===== src/rtl/redmule_mx_pkg.sv =====
// Shared MX definitions: block-exponent width and the default lane type.
// Imported by the MX staging/chunking FIFO and its chunk selector.
package redmule_mx_pkg;

   localparam int MX_EXP_W = 8;
   localparam int MX_BITW  = 16;

   typedef logic [MX_BITW-1:0] mx_lane_t;

endpackage


===== src/rtl/redmule_mx_chunk_sel.sv =====
// Pure combinational mux: picks lanes [beat*CHUNK_LANES +: CHUNK_LANES] of a
// full MX vector, lane 0 of the slice in the lowest position.
module redmule_mx_chunk_sel
   import redmule_mx_pkg::*;
#(
   parameter int NUM_LANES   = 12,
   parameter int CHUNK_LANES = 4,
   parameter int BITW        = MX_BITW,
   parameter int BW          = 2
) (
   input  logic [NUM_LANES-1:0][BITW-1:0]   i_lanes,
   input  logic [BW-1:0]                    i_beat,
   output logic [CHUNK_LANES-1:0][BITW-1:0] o_chunk
);

   localparam int BEATS = NUM_LANES / CHUNK_LANES;

   always_comb begin
      o_chunk = i_lanes[CHUNK_LANES-1:0];
      for (int k = 0; k < BEATS; k++) begin
         if (i_beat == BW'(k)) begin
            o_chunk = i_lanes[k*CHUNK_LANES +: CHUNK_LANES];
         end
      end
   end

endmodule


===== src/rtl/redmule_mx_chunk_fifo.sv =====
// MX staging FIFO: stores full-width vectors plus shared exponent and drains
// each entry as BEATS narrower beats; any depth >= 2, with count and almost-full.
module redmule_mx_chunk_fifo
   import redmule_mx_pkg::*;
#(
   parameter int DATA_WIDTH  = 192,
   parameter int BITW        = 16,
   parameter int CHUNK_LANES = 4,
   parameter int FIFO_DEPTH  = 6,
   parameter int EXP_WIDTH   = MX_EXP_W,
   parameter int AF_THRESH   = FIFO_DEPTH - 1
) (
   input  logic                                       clk_i,
   input  logic                                       rst_ni,
   input  logic                                       clear_i,
   input  logic                                       push_i,
   output logic                                       grant_o,
   input  logic [DATA_WIDTH/BITW-1:0][BITW-1:0]       data_i,
   input  logic [EXP_WIDTH-1:0]                       exp_i,
   input  logic                                       pop_i,
   output logic                                       valid_o,
   output logic [CHUNK_LANES-1:0][BITW-1:0]           data_o,
   output logic [EXP_WIDTH-1:0]                       exp_o,
   output logic                                       first_o,
   output logic                                       last_o,
   output logic [$clog2(FIFO_DEPTH+1)-1:0]            count_o,
   output logic                                       almost_full_o
);

   localparam int NUM_LANES = DATA_WIDTH / BITW;
   localparam int BEATS     = NUM_LANES / CHUNK_LANES;
   localparam int CW        = $clog2(FIFO_DEPTH + 1);
   localparam int PW        = $clog2(FIFO_DEPTH);
   localparam int BW        = (BEATS > 1) ? $clog2(BEATS) : 1;

   if (NUM_LANES % CHUNK_LANES != 0) begin : g_bad_chunk
      $error("NUM_LANES must be a multiple of CHUNK_LANES");
   end
   if (FIFO_DEPTH < 2) begin : g_bad_depth
      $error("FIFO_DEPTH must be at least 2");
   end
   if (AF_THRESH < 1 || AF_THRESH > FIFO_DEPTH) begin : g_bad_af
      $error("AF_THRESH must lie in 1..FIFO_DEPTH");
   end

   // Handshake: a push transfers when push_i && grant_o, a beat transfers when
   // pop_i && valid_o; grant_o/valid_o depend on registered state only, and
   // requests made while the matching flag is low are ignored.

   logic [NUM_LANES-1:0][BITW-1:0] r_mem_data [FIFO_DEPTH];
   logic [EXP_WIDTH-1:0]           r_mem_exp  [FIFO_DEPTH];

   logic [PW-1:0] r_wr_ptr;
   logic [PW-1:0] r_rd_ptr;
   logic [CW-1:0] r_count;
   logic [BW-1:0] r_beat;

   logic          w_grant;
   logic          w_valid;
   logic          w_push_ok;
   logic          w_pop_ok;
   logic          w_last_beat;
   logic          w_retire;
   logic [PW-1:0] w_wr_ptr_nxt;
   logic [PW-1:0] w_rd_ptr_nxt;
   logic [NUM_LANES-1:0][BITW-1:0] w_head_data;

   assign w_grant     = (r_count != CW'(FIFO_DEPTH));
   assign w_valid     = (r_count != '0);
   assign w_push_ok   = push_i && w_grant;
   assign w_pop_ok    = pop_i && w_valid;
   assign w_last_beat = (r_beat == BW'(BEATS - 1));
   assign w_retire    = w_pop_ok && w_last_beat;

   // Depth need not be a power of two, so pointers wrap explicitly.
   assign w_wr_ptr_nxt = (r_wr_ptr == PW'(FIFO_DEPTH - 1)) ? '0 : r_wr_ptr + PW'(1);
   assign w_rd_ptr_nxt = (r_rd_ptr == PW'(FIFO_DEPTH - 1)) ? '0 : r_rd_ptr + PW'(1);

   always_ff @(posedge clk_i or negedge rst_ni) begin
      if (!rst_ni) begin
         r_wr_ptr <= '0;
         r_rd_ptr <= '0;
         r_count  <= '0;
         r_beat   <= '0;
      end else if (clear_i) begin
         r_wr_ptr <= '0;
         r_rd_ptr <= '0;
         r_count  <= '0;
         r_beat   <= '0;
      end else begin
         if (w_push_ok) begin
            r_wr_ptr <= w_wr_ptr_nxt;
         end
         if (w_pop_ok) begin
            if (w_last_beat) begin
               r_beat   <= '0;
               r_rd_ptr <= w_rd_ptr_nxt;
            end else begin
               r_beat <= r_beat + BW'(1);
            end
         end
         case ({w_push_ok, w_retire})
            2'b10:   r_count <= r_count + CW'(1);
            2'b01:   r_count <= r_count - CW'(1);
            default: r_count <= r_count;
         endcase
      end
   end

   always_ff @(posedge clk_i) begin
      if (w_push_ok && !clear_i) begin
         r_mem_data[r_wr_ptr] <= data_i;
         r_mem_exp[r_wr_ptr]  <= exp_i;
      end
   end

   assign w_head_data = r_mem_data[r_rd_ptr];

   redmule_mx_chunk_sel #(
      .NUM_LANES   (NUM_LANES),
      .CHUNK_LANES (CHUNK_LANES),
      .BITW        (BITW),
      .BW          (BW)
   ) u_chunk_sel (
      .i_lanes (w_head_data),
      .i_beat  (r_beat),
      .o_chunk (data_o)
   );

   assign grant_o       = w_grant;
   assign valid_o       = w_valid;
   assign exp_o         = r_mem_exp[r_rd_ptr];
   assign first_o       = w_valid && (r_beat == '0);
   assign last_o        = w_valid && w_last_beat;
   assign count_o       = r_count;
   assign almost_full_o = (r_count >= CW'(AF_THRESH));

   a_push_granted : assert property (@(posedge clk_i) disable iff (!rst_ni)
      !(push_i && !w_grant))
      else $error("push request while FIFO is full");

   a_pop_valid : assert property (@(posedge clk_i) disable iff (!rst_ni)
      !(pop_i && !w_valid))
      else $error("pop request while FIFO is empty");

endmodule

===== config.mk =====
export PLATFORM = sky130hd
export DESIGN_NAME = redmule_mx_chunk_fifo
export DESIGN_NICKNAME = d
export VERILOG_FILES = /design/src/rtl/redmule_mx_pkg.sv /design/src/rtl/redmule_mx_chunk_sel.sv /design/src/rtl/redmule_mx_chunk_fifo.sv
export SDC_FILE = /design/constraint.sdc
export NUM_CORES = 1
export LEC_CHECK = 0
export ABC_AREA = 0
export CORE_MARGIN = 2
export CORE_UTILIZATION = 25
export CTS_CLUSTER_DIAMETER = 150
export DETAILED_ROUTE_END_ITERATION = 8
export PLACE_DENSITY = 0.5
export SYNTH_ARGS = -nofsm -noshare
export SYNTH_HDL_FRONTEND = slang
export SYNTH_SLANG_ARGS = --single-unit

===== constraint.sdc =====
create_clock -name clk_i -period 29.5 [get_ports clk_i]
set_clock_uncertainty 0.15 [all_clocks]
set_input_delay 5.9 -clock clk_i [delete_from_list [all_inputs] [get_ports clk_i]]
set_output_delay 5.9 -clock clk_i [all_outputs]
set_load 0.1 [all_outputs]

== Word level (Yosys, flattened, before mapping) ==
Memories as Yosys holds them, arrays and structs flattened.
Index checks and enable logic that the tools add are counted.

* Bits in registers: 11
* Memory bits (writable): 1200
* Input bits: 205
* Output and inout bits: 80
* Logic and storage cells: 49
* Memories: 2

* Add/sub/neg operators: 5
* Magnitude comparators: 1
* Eq/ne operators: 7
* Multiplexer cells: 16
* Reductions and logical operators: 14

{| class="wikitable"
|+ Memory list
! memory !! depth !! width !! rd ports !! clocked after Yosys merged registers in !! write ports !! line !! source
|-
| r_mem_data || 6 || 192 || 1 || 0 || 1 || redmule_mx_chunk_fifo.sv:50 || <nowiki>logic [NUM_LANES-1:0][BITW-1:0] r_mem_data [FIFO_DEPTH];</nowiki>
|-
| r_mem_exp || 6 || 8 || 1 || 0 || 1 || redmule_mx_chunk_fifo.sv:51 || <nowiki>logic [EXP_WIDTH-1:0] r_mem_exp [FIFO_DEPTH];</nowiki>
|}

{| class="wikitable"
|+ Operators by type and width
! kind !! number
|-
| 64-bit 2-to-1 mux || 2
|-
| 3-bit 2-to-1 mux || 8
|-
| 3-bit by 1-bit adder with 3-bit output, second input constant || 3
|-
| 3-bit == test, second input constant || 2
|-
| 1-bit logical AND || 6
|-
| 2-bit 2-to-1 mux || 3
|-
| 3-bit one-hot mux with 2 select lines || 1
|-
| 2-bit nonzero test || 3
|-
| 3-bit nonzero test || 2
|-
| 2-bit by 1-bit == test with 1-bit output, second input constant || 2
|-
| 2-bit == test, second input constant || 2
|-
| 3-bit greater-or-equal comparator, second input constant || 1
|-
| 3-bit != test, second input constant || 1
|-
| 3-bit by 1-bit subtractor with 3-bit output, second input constant || 1
|-
| 2-bit by 1-bit adder with 2-bit output, second input constant || 1
|-
| 2-bit logical NOT || 1
|-
| 1-bit 2-to-1 mux || 2
|-
| 2-bit AND reduction || 1
|-
| 1-bit logical NOT || 1
|}

== Logic depth before layout (Yosys ltp) ==
Gate-level depths: netlist of the first run.

* Depth in word-level cells: 6
* Gate-level depth with buffers: 8
* Gate-level depth less buffers: 7

== Cells and area by module ==
From an unflattened synthesis of the first run, not the netlist that was laid out.

* Cells, all modules: 2397
* Area, all modules: 47719.5 µm²

{| class="wikitable"
|+ Modules (own cells, without submodules)
! module !! times used !! cells each !! area an instance (µm²) !! sequential area each (µm²)
|-
| redmule_mx_chunk_fifo || 1 || 2184 || 45491.1 || 36309.8
|-
| redmule_mx_chunk_sel || 1 || 213 || 2228.4 || 0.0
|}

== Worst setup path before layout of the first run ==
Ideal clock, no wire load.

* Path kind: input port to flip-flop
* From: input clear_i
* To: memory r_mem_data[0][0] (netlist bit), enable pin
* Library setup time: 1.319 ns
* Arrival time: 26.565 ns
* Data required time: 28.031 ns
* Setup slack: 1.466 ns
* Stages: 2
* Buffers on the path: 1
* Cells stage by stage: clkbuf_1 -> nor4b_1

* Cells in the longest elaborated chain, start to end: 4

{| class="wikitable"
|+ RTL lines
! what !! line !! source
|-
| from (decl) || redmule_mx_chunk_fifo.sv:15 || <nowiki>input logic clear_i,</nowiki>
|-
| 1-bit logical NOT || redmule_mx_chunk_fifo.sv:111 || <nowiki>if (w_push_ok && !clear_i) begin</nowiki>
|-
| 1-bit logical AND || redmule_mx_chunk_fifo.sv:111 ||
|-
| 1-bit 2-to-1 mux || redmule_mx_chunk_fifo.sv:111 ||
|-
| 1-bit 2-to-1 mux (implied by the code) || redmule_mx_chunk_fifo.sv:112 || <nowiki>r_mem_data[r_wr_ptr] <= data_i;</nowiki>
|-
| to (decl) || redmule_mx_chunk_fifo.sv:50 ||
|}

Every way passes these cells.

==> impl_metrics.yaml, run 1 <==
power:
  p_seq_share_pct: 50.7
  power.leakage_nw: 16.6
  internal_power_w: 0.00292
  switchingPower_w: 0.000894
  max-vdd-ir-drop_mv: 0.0493
  power_frac_comb_pct: 7.2
  p_clk_share_pct: 42.2
  powerDensity_nw_per_um2: 67.0
  netSwitchingFraction_pct: 23.4
worst_setup_path:
  crit_family: "buffers and inverters"
  start_kind: "flip-flop"
  cpPeakStageDelay_ns: 1.20
  crit_start: "r_rd_ptr[1]"
  cp_data_arrival_time_ns: 5.73
  cp-end-kind: "output pin"
  required_ns: 23.45
  r2r-start: "count_o[0]"
  worst-path-buf-inv: 3
  crit_slowest_cell: "clkdlybuf4s50_1"
  crit_chain: "buf_12 > buf_4 > mux2i_1 > a22oi_1 > a21oi_1 > o22ai_1 > clkdlybuf4s50_1"
  cp_max_fo: 126
  crit_type: "flip-flop to output pin"
clock_network:
  cts_num_sinks: 1211
  cts_buffers: 134
  worstSkewPairLatency_ns: 0.75
  clock_path_buffers: 3
  cts-root-buf: "clkbuf_16"
  cts_setup_buffers: 0
  htree_num_levels: 4
  tritoncts: "done"
  clk_pin_slew_ns: 0.06
  postCtsHoldBufs: 0
  cts_resized: 0
grt:
  antenna_found_initial: 64
  grt_start_max_net_pins: 129
  met3_usage_pct: 3.69
  grt.total_usage_pct: 13.6
  grt_pass1_vias: 24689
  grtUsageMet2_pct: 24.0
  use_met1_pct: 16.1
  top_usage_layer: "met2"
  grt_overflow: 0
  grt_pass1_wl_um: 187000
timing:
  maxSlewHeadroom_pct: 20.4
  max_freq_mhz: 84.9
  final-setup-viol-count: 0
  fin_crit_ns: 11.78
  tns_ns: 0
  rsz0062_at_grt: "false"
  tightestPinTransition_ns: 1.19
  timing.hold.ws_ns: 0.478
  timing_hold_violations_final: 0
  period_share_pct: 39.9
  slew_violations: 0
floorplan:
  die-area_sq_um: 192000
  chipHeight_um: 438
  io_pins: 285
  core-area_sq_um: 187000
  start_util_pct: 25.1
  die_w_um: 438
  rows: 159
placed_design:
  gp_congestion: 0.708
  dpl_cell_area_sq_um: 52800
  hpwl_um: 74900
  portBuffers: 284
yosys:
  synth_top_area_cell: "edfxtp_1"
  avgSynthCellArea_sq_um: 18.2
  synth_area_leaders: "edfxtp_1, mux2i_1, mux4_2"
  synth_flop_cell: "edfxtp_1"
  synth_edf_count: 1200
  ys_warn_count: 0
  synthArstFlopShare_pct: 0.908
  synth_compound_area_share_pct: 4.91
  synth_xor_xnor_area_share_pct: 0.0558
  netlist.area_leader.share_pct: 76.6
  synth_adder_area_share_pct: 0.0425
  ys_ff_latch: 1211
  yosysSeqAreaShare_pct: 77.2
  synth.area.mux_share_pct: 13.0
  synth_nets: 2798
  syn_inst: 2592
  synthDistinctLibCells: 44
  yosys.area_share.simple_pct: 3.15
  netlist_area_sq_um: 47100
  synth_top_family_by_area: "multiplexers"
worst_hold_path:
  hp-start: "r_wr_ptr[1]"
  hp-class: "flip-flop to flip-flop"
cells_and_area:
  area_delta_synth_final_pct: 21.2
  drive_above_1_share_pct: 12.8
  nets: 3104
  utilization_pct: 30.4
  stdcell_area_sq_um: 57000
detailed_routing:
  wl_per_cell_um: 24.1
  ant_nets: 0
  vias: 24652
  drtIter0Drc: 1497
  drt_wl_total_um: 133000
  routed_via_density: 4.47
  drtPass1Iterations: 7
  route.detailed.drc: 0
outcome:
  status: "completed"
flow_run:
  maxCapViolCount: 0
==> cells in the mapped netlist (all sizes together), types with 3 or more instances <==
cell type,count
edfxtp,1200
mux2i,446
nand2,156
buf,99
o22ai,93
mux2,67
nand3,67
a21oi,62
clkbuf,61
nor2,55
o211ai,54
a22oi,48
mux4,39
o221a,33
o21ai,22
nand4,20
o2111ai,16
dfrtp,11
nand2b,6
nor2b,5
nor3,5
inv,3
==> metrics by stage <==
stage / power [W] / setup slack (ns) / std cells
global route: 0.00395 / 17.44 / 5507
detailed placement: 0.00225 / 18.42 / 5257
CTS: 0.00387 / 17.56 / 5497
global placement: 0.00225 / 18.41 / 5257
finish: 0.00382 / 17.72 / 5510
floorplan: 0.00215 / 1.47 / 2592
==> cell usage in the layout, fill, tap and decap left out, types with 10 or more instances in the layout <==
cell type / synthesis / routed
mux2_2: 67 / 67
o211ai_1: 54 / 54
nand3_1: 67 / 67
mux4_2: 39 / 39
a22oi_1: 48 / 48
clkinv_2: 0 / 10
buf_4: 21 / 41
mux2i_1: 446 / 446
nor2_1: 55 / 51
a21oi_1: 62 / 62
o2111ai_1: 16 / 16
clkinv_1: 0 / 29
o21ai_0: 22 / 22
diode_2: 0 / 13
o221a_2: 33 / 33
nand2_1: 156 / 155
clkbuf_16: 0 / 137
edfxtp_1: 1200 / 1200
nand4_1: 20 / 20
clkdlybuf4s50_1: 0 / 280
clkbuf_1: 61 / 39
o22ai_1: 93 / 93
==> worst min-delay path: cells and delay by family (launching register included) <==
family | cells | cell delay, ns
flip-flops | 1 | 0.41
multiplexers | 1 | 0.10
AND/OR/NAND/NOR | 1 | 0.08
==> flip-flops by register name, summed over array words and instances (netlist names) <==
| name | cells |
|---|---|
| r_mem_exp | 48 |
| r_mem_data | 1152 |
| count_o | 3 |
| r_rd_ptr | 3 |
| r_beat | 2 |
| r_wr_ptr | 3 |
==> area by class of cell <==
cell class                 count  area (sq um)
timing repair buffer         330          3290
tap                         2495          3120
antenna                       13          32.5
sequential                  1211         36300
inverter                       3          11.3
clock buffer                 176          3570
multi-input combinational   1218         10000
clock inverter                64           634
fill                       18464        130000
==> path summary, 6_finish.rpt <==
kind | slack (ns) | endpoint | cells after the start
worst min-delay path | 0.48 | r_wr_ptr[1] | 2
min in group asynchronous | 5.38 | count_o[1] | 1
worst max register to register | 25.04 | r_mem_data[5][110] | 6
worst max-delay path | 17.72 | data_o[7] | 7
max in group asynchronous | 23.37 | r_rd_ptr[0] | 1
worst min register to register | 0.48 | r_wr_ptr[1] | 2
==> routing by layer <==
| layer | share of wire [%] | vias up |
|---|---|---|
| met5 | 0.17 | - |
| met4 | 2.5 | 38 |
| met3 | 5.7 | 263 |
| met2 | 52 | 623 |
| met1 | 40 | 12694 |
| li1 | - | 11034 |
==> power groups by stage <==
stage | combinational (W) | clock (W) | sequential, W
after floorplan | 0.000158 | 0 | 0.00199
after global placement | 0.000279 | 0 | 0.00197
after detailed placement | 0.000280 | 0 | 0.00197
after CTS | 0.000281 | 0.00166 | 0.00193
after global routing | 0.000289 | 0.00173 | 0.00194
final | 0.000274 | 0.00161 | 0.00193
==> logic make-up after synthesis <==
| family | Yosys count |
|---|---|
| AO/OA/AOI/OAI | 332 |
| AND/OR/NAND/NOR | 330 |
| buffers and inverters | 163 |
| multiplexers | 552 |
| XOR/XNOR | 3 |
| flip-flops | 1211 |
| adder cells (fa/ha/maj) | 1 |
Power figures use the tool's default switching activity.
==> inputs of run 2 (changes only) <==
==> constraint.sdc (replaced) <==
create_clock -name clk_i -period 11.3 [get_ports clk_i]
set_clock_uncertainty 0.15 [all_clocks]
set_input_delay 2.26 -clock clk_i [delete_from_list [all_inputs] [get_ports clk_i]]
set_output_delay 2.26 -clock clk_i [all_outputs]
set_load 0.1 [all_outputs]
==> run 2 against run 1 <==
Clock power increased to 2.5 times the previous value. Sequential share of layout area rose by 0.21 points. Die area is the same. First-iteration DRC count up 9.0%. Global-route usage decreased by 0.14 points. Total power increased to 2.6 times the previous value. Cell area fell by 0.32%. Via count rose by 0.27%. Core utilization decreased by 0.098 points. Sequential power grew to 2.6 times the previous value.
==> impl_metrics.yaml, run 2 (same netlist as run 1, synthesis figures left out) <==
worst_setup_path:
  crit_start: "r_rd_ptr[0]"
  crit_type: "flip-flop to output pin"
  cp_max_fo: 57
  required_ns: 8.89
  r2r_end: "r_mem_data[3][152]"
  cp_data_arrival_time_ns: 5.41
  r2r-start: "count_o[0]"
  start_kind: "flip-flop"
  crit_path_end: "data_o[7]"
  r2r_setup_slack_ns: 7.68
  cp-end-kind: "output pin"
  rr_worst_depth: 4
cells_and_area:
  largest_reg_flops: 1152
  regMostFlops: "r_mem_data"
  drive_above_1_share_pct: 12.7
  top_regs: "r_mem_data (1152), r_mem_exp (48)"
  final_cell_mix: "edfxtp_1, mux2i_1, clkdlybuf4s50_1"
  utilization_pct: 30.3
  area_delta_synth_final_pct: 20.8
  n_fill_cell: 18426
  final_common_cell: "edfxtp_1"
  nets: 3104
  final_cells: 5492
timing:
  timing_hold_violations_final: 0
  slew_violations: 0
  tns_ns: 0
  tightestPinTransition_ns: 1.28
  rsz0062_at_grt: "false"
  timing.hold.ws_ns: 0.505
  fin_crit_ns: 7.82
  max_freq_mhz: 128
  fin_ws_ns: 3.48
  period_share_pct: 69.2
  final-setup-viol-count: 0
  maxSlewHeadroom_pct: 14.5
placed_design:
  pre_cts_ws_ns: 4.11
  portBuffers: 284
  dp_cells: 5257
  hpwl_um: 74600
  gp_congestion: 0.699
detailed_routing:
  drtIter0Drc: 1632
  ant_nets: 0
  vias: 24718
  routed_via_density: 4.50
  drt_wl_total_um: 132000
  wl_per_cell_um: 24.0
  drtPass1Iterations: 5
  route.detailed.drc: 0
grt:
  grt_overflow: 0
  antenna_found_initial: 57
  grt_pass1_vias: 24910
  grt_pass1_wl_um: 187000
  grt.total_usage_pct: 13.5
  grt_start_max_net_pins: 144
floorplan:
  die_w_um: 438
  die-area_sq_um: 192000
  io_pins: 285
  start_util_pct: 25.1
  rows: 159
  chipHeight_um: 438
  core-area_sq_um: 187000
clock_network:
  clk_pin_slew_ns: 0.06
  cts_buffers: 134
  tritoncts: "done"
  htree_num_levels: 4
  cts_num_sinks: 1211
  worstSkewPairLatency_ns: 0.73
  cts_resized: 0
  postCtsHoldBufs: 0
  cts_setup_buffers: 0
  cts-root-buf: "clkbuf_16"
  clock_path_buffers: 3
power:
  power.leakage_nw: 16.5
  max-vdd-ir-drop_mv: 0.134
  powerDensity_nw_per_um2: 173
flow_run:
  maxCapViolCount: 0
outcome:
  status: "completed"
worst_hold_path:
  hp-class: "flip-flop to flip-flop"
## run 2: cell count changes in the layout (fill, tap and decap cells not counted), sizes merged
cell,change
diode,-8
clkinvlp,-1
clkinv,-4
clkdlybuf4s50,+1
bufinv,-4
inv,-2
buf,-1
clkbuf,+1
## run 2: area by class of cell
type	count	area (sq um)	area share, %
clock inverter	53	389	0.685
inverter	3	11.3	0.0198
timing repair buffer	330	3290	5.79
sequential	1211	36300	63.9
multi-input combinational	1218	10100	17.7
clock buffer	177	3620	6.37
antenna	5	12.5	0.0220
tap	2495	3120	5.49
## run 2: through the flow
stage,instance area (sq um),total power [W]
5_1_grt,56800,0.0102
3_3_place_gp,52800,0.00587
3_5_place_dp,52800,0.00587
2_1_floorplan,47100,0.00558
6_report,56800,0.00983
4_1_cts,56800,0.00997
## run 2: worst max-delay path: stages (launching register included)
cell and delay (ns):
dfrtp_4 0.86, buf_4 0.91, buf_4 0.65, mux2i_1 0.16, o221a_2 0.29, o22ai_1 0.42, clkdlybuf4s50_1 1.24
## run 2: report_power, final
| part | switching (W) | internal, W |
|---|---|---|
| Sequential | 0.0000220 | 0.00503 |
| Clock | 0.00175 | 0.00232 |
| Combinational | 0.000517 | 0.000195 |
| Total | 0.00229 | 0.00754 |
## run 2: how the worst min path moves through the flow
stage	from	endpoint	cells past startpoint
after floorplan	r_wr_ptr[1]	r_wr_ptr[1]	2
after global placement	r_wr_ptr[1]	r_wr_ptr[1]	2
after detailed placement	r_wr_ptr[1]	r_wr_ptr[1]	2
after CTS	r_wr_ptr[1]	r_wr_ptr[1]	2
after global routing	r_wr_ptr[1]	r_wr_ptr[1]	2
final	r_wr_ptr[1]	r_wr_ptr[1]	2
## run 2: layer usage
| metal | global-route usage (%) | vias up | wire [um] |
|---|---|---|---|
| li1 | - | 11032 | - |
| met1 | 16.4 | 12852 | 54700 |
| met2 | 24.1 | 553 | 68700 |
| met3 | 2.79 | 259 | 5500 |
| met4 | 3.49 | 22 | 2760 |
| met5 | 0 | - | 158 |
==> RTL change (settings of run 2) <==
The parameter `FIFO_DEPTH` goes from 6 to 3.
--- a/src/rtl/redmule_mx_chunk_fifo.sv
+++ b/src/rtl/redmule_mx_chunk_fifo.sv
@@ -6,7 +6,7 @@
    parameter int DATA_WIDTH  = 192,
    parameter int BITW        = 16,
    parameter int CHUNK_LANES = 4,
-   parameter int FIFO_DEPTH  = 6,
+   parameter int FIFO_DEPTH  = 3,
    parameter int EXP_WIDTH   = MX_EXP_W,
    parameter int AF_THRESH   = FIFO_DEPTH - 1
 ) (
Interface: changed (resized count_o); port bits go from 285 to 284. No check against the original RTL was run, so the function may have changed too.
==> RTL change against run 2 <==
Sequential cell count is 603 lower. Power decreased by 45%. Design area down 47%. Worst setup slack gained 1100 ps. Via count decreased by 46%. Register-to-register slack got worse by 90 ps. Highest routed layer unchanged. Synthesized cell count shrank 43%. Final cell count decreased by 44%. Wire length fell by 55%. Synthesized area is 49% lower.
==> RTL change: results (changes against run 2) <==
Parameter                              Value

Global routing
  Number of antenna violations at the first check in global routing    13 (-77%)
  First-pass GRT wire length    87700 um (-53%)
  GRT met3 Usage    3.62% (+0.83 points)
  Met1 routing resource usage after global routing    14.5% (-1.9 points)
  Largest net degree at the start of global routing    181 (+26%)
  Gr usage total    12.0% (-1.5 points)

Cells and area
  Number of nets in the finished design    1962 (-37%)
  Total number of multi-input combinational cells    772 (-37%)
  Proportion of layout cells with a drive suffix above 1    7.06% (-5.6 points)
  Ant diodes    0 (-5)
  Area taken by multi-input logic gates    4930 sq um (-51%)
  Non-clock buffers, area share    10.0% (+4.2 points)

Detailed routing
  DRC marker count from the first detailed-route iteration    905 (-45%)
  Number of vias per cell    4.31 (-4.3%)
  Wire length on met3    3470 um (-37%)

Pwr
  Sequential Power Share    48.0% (-3.4 points)
  Static leakage    9.16 nW (-45%)

Synthesis
  Count of unique library cells instantiated by Yosys    27 (-39%)
  Share of flip-flops with an asynchronous set or reset after synthesis    1.32% (+0.41 points)
  Number of flip-flops and latches in the synthesized netlist    608 (-50%)
  Cell types occupying the most area after synthesis    edfxtp_1 (76%), mux2i_1 (8.5%), o21ai_0 (2.9%), a21oi_1 (2.8%), o221ai_1 (2.4%)
  Most frequent cells after synthesis    edfxtp_1 (600), mux2i_1 (203), o21ai_0 (139), nor2_1 (136), a21oi_1 (133)

Outcome
  Run status    completed

Critical path
  Worst Path Arrival    4310 ps (-1100 ps)
  Highest net fanout along the worst path    87 (+53%)

Clock tree
  CTS H-Tree Depth    3 (-1)

Placed design
  Total cell area at the placement stage    27800 sq um (-47%)
==> RTL change: cells by family (layout without fill, tap and decap cells) <==
kind of cell | after synthesis | count (layout) | share of synthesized area [%]
DFF | 608 | 608 | 76.5
AOI/OAI and AO/OA | 339 | 339 | 8.16
and+or+nand+nor | 230 | 230 | 3.80
muxes | 203 | 203 | 8.54
buffers and inverters | 100 | 432 | 2.97
==> RTL change: stage by stage <==
step | hold WS (ps) | utilization [%] | worst slack [ps] | instances | total power (W)
2_1_floorplan | 412 | - | 108 | 1480 | 0.00298
3_3_place_gp | 468 | 29.3 | 5190 | 2948 | 0.00317
3_5_place_dp | 490 | 29.3 | 5160 | 2948 | 0.00318
4_1_cts | 489 | 31.7 | 4460 | 3077 | 0.00545
5_1_grt | 527 | 31.7 | 4280 | 3077 | 0.00556
6_report | 493 | 31.7 | 4580 | 3077 | 0.00537
